[config.mk]
export PLATFORM = sky130hd
export DESIGN_NAME = score_controller
export DESIGN_NICKNAME = d
export VERILOG_FILES = /design/src/rtl/score_pkg.sv /design/src/rtl/bcd_digit_adder.sv /design/src/rtl/score_controller.sv
export SDC_FILE = /design/constraint.sdc
export NUM_CORES = 1
export LEC_CHECK = 0
export CORE_MARGIN = 3
export CORE_UTILIZATION = 35
export CTS_CLUSTER_SIZE = 28
export DETAILED_ROUTE_END_ITERATION = 8
export GPL_TIMING_DRIVEN = 0
export PLACE_DENSITY_LB_ADDON = 0.05
export SYNTH_ARGS = -nofsm -noshare
export SYNTH_HDL_FRONTEND = slang
export SYNTH_SLANG_ARGS = --single-unit
[constraint.sdc]
create_clock -name clk -period 3.95 [get_ports clk]
set_input_delay 0.395 -clock clk [delete_from_list [all_inputs] [get_ports clk]]
set_output_delay 0.395 -clock clk [all_outputs]
set_load 0.02 [all_outputs]
[src/rtl/score_pkg.sv]
// rtl/score_pkg.sv - shared types and constants for the score controller
package score_pkg;

  typedef logic [3:0] bcd_digit_t;

  localparam bcd_digit_t BCD_MAX = 4'd9;

  typedef enum logic {IDLE, ADD} score_state_t;

endpackage

[src/rtl/bcd_digit_adder.sv]
// rtl/bcd_digit_adder.sv - single BCD digit adder with decimal carry correction
module bcd_digit_adder
  import score_pkg::*;
(
  input  bcd_digit_t a,
  input  bcd_digit_t b,
  input  logic       cin,
  output bcd_digit_t sum,
  output logic       cout
);

  logic [4:0] raw;

  // binary sum, folded back into 0..9 with a decimal carry when it exceeds nine
  always_comb begin
    raw = {1'b0, a} + {1'b0, b} + {4'b0, cin};
    if (raw > 5'd9) begin
      sum  = 4'(raw - 5'd10);
      cout = 1'b1;
    end else begin
      sum  = raw[3:0];
      cout = 1'b0;
    end
  end

endmodule

[src/rtl/score_controller.sv]
// rtl/score_controller.sv - round-robin score-add arbiter and ripple BCD score (option: HIGH_SCORE_EN)
module score_controller
  import score_pkg::*;
#(
  parameter int NUM_REQ    = 4,
  parameter int NUM_DIGITS = 3,
  parameter bit SATURATE   = 1'b1
) (
  input  logic                    clk,
  input  logic                    reset,
  input  logic                    clear,
  input  logic [NUM_REQ-1:0]      req,
  input  logic [4*NUM_REQ-1:0]    points,
  output logic [NUM_REQ-1:0]      ack,
  input  logic                    startOfFrame,
  output logic [4*NUM_DIGITS-1:0] displayDigits,
  output logic                    busy,
  output logic                    overflow,
  output logic [4*NUM_DIGITS-1:0] highDigits
);

  localparam int PTR_W = (NUM_REQ > 1) ? $clog2(NUM_REQ) : 1;
  localparam int IDX_W = (NUM_DIGITS > 1) ? $clog2(NUM_DIGITS) : 1;
  localparam logic [IDX_W-1:0] LAST_IDX = IDX_W'(NUM_DIGITS - 1);

  score_state_t                   state;
  bcd_digit_t [NUM_DIGITS-1:0]    score;
  bcd_digit_t                     addend;
  logic                           carry;
  logic [IDX_W-1:0]               idx;
  logic [PTR_W-1:0]               rr_ptr;

  bcd_digit_t                     pts [NUM_REQ];
  logic                           grant_valid;
  logic [PTR_W-1:0]               grant_idx;
  logic [PTR_W-1:0]               cand;
  bcd_digit_t                     sum_digit;
  logic                           sum_carry;

  // split the packed points bus into one BCD addend per requester
  always_comb begin
    for (int i = 0; i < NUM_REQ; i++) begin
      pts[i] = points[4*i +: 4];
    end
  end

  // round-robin search starting at rr_ptr, first requester found wins
  always_comb begin
    grant_valid = 1'b0;
    grant_idx   = '0;
    cand        = '0;
    for (int k = 0; k < NUM_REQ; k++) begin
      cand = PTR_W'((int'(rr_ptr) + k) % NUM_REQ);
      if (!grant_valid && req[cand]) begin
        grant_valid = 1'b1;
        grant_idx   = cand;
      end
    end
  end

  bcd_digit_adder u_digit_adder (
    .a    (score[idx]),
    .b    (addend),
    .cin  (carry),
    .sum  (sum_digit),
    .cout (sum_carry)
  );

  // arbitration, digit-serial add, abort on clear and frame-stable display latch
  always_ff @(posedge clk) begin
    if (reset) begin
      state         <= IDLE;
      score         <= '0;
      addend        <= '0;
      carry         <= 1'b0;
      idx           <= '0;
      rr_ptr        <= '0;
      ack           <= '0;
      busy          <= 1'b0;
      overflow      <= 1'b0;
      displayDigits <= '0;
    end else if (clear) begin
      // an in-flight add is dropped; its requester was already acked
      state    <= IDLE;
      score    <= '0;
      addend   <= '0;
      carry    <= 1'b0;
      idx      <= '0;
      ack      <= '0;
      busy     <= 1'b0;
      overflow <= 1'b0;
    end else begin
      ack <= '0;
      if (startOfFrame && state == IDLE) begin
        displayDigits <= score;
      end
      case (state)
        IDLE: begin
          if (grant_valid) begin
            ack    <= NUM_REQ'(1) << grant_idx;
            addend <= (pts[grant_idx] > BCD_MAX) ? BCD_MAX : pts[grant_idx];
            carry  <= 1'b0;
            idx    <= '0;
            rr_ptr <= PTR_W'((int'(grant_idx) + 1) % NUM_REQ);
            state  <= ADD;
            busy   <= 1'b1;
          end
        end
        ADD: begin
          score[idx] <= sum_digit;
          carry      <= sum_carry;
          addend     <= '0;
          idx        <= idx + 1'b1;
          if (idx == LAST_IDX) begin
            state <= IDLE;
            busy  <= 1'b0;
            if (sum_carry) begin
              overflow <= 1'b1;
              if (SATURATE) begin
                for (int d = 0; d < NUM_DIGITS; d++) begin
                  score[d] <= BCD_MAX;
                end
              end
            end
          end
        end
        default: state <= IDLE;
      endcase
    end
  end

`ifdef HIGH_SCORE_EN
  logic [4*NUM_DIGITS-1:0] high_q;

  // capture the finishing score on new-game if it beats the record
  always_ff @(posedge clk) begin
    if (reset) begin
      high_q <= '0;
    end else if (clear && (score > high_q)) begin
      high_q <= score;
    end
  end

  assign highDigits = high_q;
`else
  assign highDigits = '0;
`endif

endmodule

==> run_results.csv <==
group,metric,value,unit
logic_synthesis,synth.largest_area_cell,"dfxtp_1",
floorplanning,die-area,7030,um2
finish,stdcell_area,2770,um2
routing,wl_per_cell,13.2,um
routing,drtAntennaViolNets,0,
setup_path,worstPathArrival,3.46,ns
finish,areaGrowthSynthToFinish,30.5,%
logic_synthesis,syn_avg_cell_area,8.28,um2
place,dp_hpwl,3970,um
routing,vias,1896,
routing,dr.pass1.iters,4,
finish,diodes,0,
cts,holdBufCountCts,0,
finish,nets,347,
logic_synthesis,ys_seq_elements,40,
logic_synthesis,async_reset_ff_share,0,%
routing,vias_per_cell,4.90,
logic_synthesis,yosys.area.top_type_share,37.8,%
floorplanning,coreArea,5680,um2
logic_synthesis,ys_seq_area_share,37.8,%
setup_path,critPathCaptureType,"flop",
place,port_buffers,40,
setup_path,r2r_cells,11,
grt,grt_start_max_net_pins,15,
cts,path_clk_slew,0.09,ns
logic_synthesis,synthesis.area,2120,um2
routing,drc,0,
grt,grt_first_pass_wirelength,8590,um
floorplanning,die_h,83.8,um
cts,numClockSinks,40,
logic_synthesis,synth-edff-count,0,
power,p_per_area,336,nW/um2
logic_synthesis,synthFlopType,"dfxtp_1",
floorplanning,start_util,37.3,%
floorplanning,ios,54,
timing,hold_viol,0,
timing,min_period,3.25,ns
timing,fin_worst_skew,0.00583,ns
setup_path,startpoint_type,"flop",
logic_synthesis,ys_warn_count,0,
grt,overflow,0,
cts,cts_tree,"done",
cts,cts.path.max_buffers,2,
routing,drt_iter0_drc,74,
cts,clk_latency,0.30,ns
power,ir_drop,0.135,mV
flow_run,maxCapViolCount,0,
floorplanning,die_x,83.8,um
floorplanning,rows,27,
grt,grtUsageTotal,15.0,%
logic_synthesis,synth_area_leaders,"dfxtp_1 (38%), a21oi_1 (7.6%), nand2_1 (6.9%)",
timing,report.final.slew_viol_count,0,
min_path,hp-class,"in -> reg",
cts,h-tree-depth,2,
power,p_leak,0.00105,uW
place,place_congestion,0.820,
timing,fin_crit_sh,82.2,%
cts,ctsResizeCount,0,
finish,drive_above_1_share,9.84,%
setup_path,worstSetupPathType,"reg -> reg",
grt,antenna_found_initial,0,
timing,max_freq,308,MHz
timing,setup_violations,0,
place,dpl-instance-area,2650,um2
routing,totalWireLength,5110,um
logic_synthesis,netlist_instances,256,
cts,cts_buffers,5,
cts,cts-root-buf,"clkbuf_8",
timing,relSlewSlack,30.5,%
logic_synthesis,netlist-cell-type-count,43,
timing,rsz0062_at_grt,"no",
cts,cts_setup_buffers,0,
timing,tightest_slew,1.03,ns
setup_path,path_max_fanout,6,
timing,fin_setup_tns,0,ns
setup_path,crit_required,4.16,ns
run_status,status,"finished, final reports clean",
min_path,hold_path_depth,2,
grt,grt_pass1_vias,1826,
-- stage by stage --
step           hold WS (ns)  worst slack (ns)  power, uW  cells  utilization (%)
2_1_floorplan         0.433              1.18        535    267                -
4_1_cts               0.436             0.717        939    387             48.7
3_5_place_dp          0.446             0.738        588    379             46.7
3_3_place_gp          0.443             0.713        587    379             46.7
5_1_grt               0.470             0.499        969    387             48.7
6_report              0.447             0.703        929    387             48.7
-- kinds of logic (layout without fill, tap and decap cells) --
family,after synthesis,count (layout),share of synthesized area [%]
compound gates,76,76,22.3
xor+xnor,3,3,1.24
fa+ha+maj,9,9,6.02
buf+inv,28,76,7.14
flops,40,40,37.8
mux,12,12,6.91
other cells,1,12,0.177
simple gates,87,87,18.4
-- layout by cell type (no fill, tap or decap), drive strengths merged, types with 3 or more instances in the layout --
cell           count
a211oi             3
a21o               5
a21oi             33
and2               4
and3               4
buf               13
clkbuf            14
clkdlybuf4s50     40
conb              12
dfxtp             40
ha                 7
inv                7
mux2i              9
nand2             39
nand2b             3
nand3              6
nor2              20
nor3               7
o21a               3
o21ai             15
o21bai             3
o32ai              5
-- power by group --
part,internal [uW],switching [uW],total (uW)
Combinational,73.6,83.8,157
Sequential,412,9.04,421
Clock,190,160,351
Total,676,253,929
-- final cells by class --
| class | instances | area [um2] |
|---|---|---|
| Inverter | 6 | 22.5 |
| Clock buffer | 5 | 68.8 |
| Multi-Input combinational cell | 199 | 1210 |
| Fill cell | 571 | 2910 |
| Buffer | 22 | 129 |
| Timing Repair Buffer | 40 | 400 |
| Clock inverter | 3 | 46.3 |
| Sequential cell | 40 | 801 |
| Tap cell | 72 | 90.1 |
-- final timing paths --
path	from	end	slack, ns
max	idx[1]	score[5]	0.70
min	reset	displayDigits[11]	0.45
max reg2reg	idx[1]	score[5]	0.70
min reg2reg	displayDigits[7]	displayDigits[7]	0.46
-- synthesized netlist by cell type, types with 2 or more instances --
cell       n
dfxtp_1   40
nand2_1   39
a21oi_1   32
nor2_1    19
o21ai_0   15
buf_4     12
clkbuf_1   9
mux2i_1    9
ha_1       7
nor3_1     7
inv_1      6
nand3_1    6
o32ai_1    5
and2_1     4
a211oi_1   3
a21o_1     3
and3_1     3
nand2b_1   3
o21a_1     3
o21bai_1   3
a21o_2     2
a31o_1     2
fa_1       2
mux4_2     2
xor2_1     2
-- worst max-delay path, stage by stage, from the launching register on --
cell and delay (ns):
dfxtp_1 0.33, clkbuf_1 0.35, nor2_1 0.16, nand2_1 0.09
o21ai_0 0.09, fa_1 0.43, fa_1 0.42, a21o_1 0.20
a21oi_1 0.35, o21a_1 0.29, a22oi_1 0.16, o32ai_1 0.28
-- flip-flops by register name (all words and copies together), names as in the netlist --
name	flops
displayDigits	12
busy	1
rr_ptr	2
score	12
addend	4
ack	4
overflow	1
idx	2
state	1
carry	1
-- routing by layer --
layer	up-vias	track usage, %	routed length, um
li1	999	-	-
met1	840	20.8	2590
met2	50	22.6	2150
met3	7	3.16	272
met4	0	6.14	95
met5	-	0	0
(Power assumes the default switching activity.)
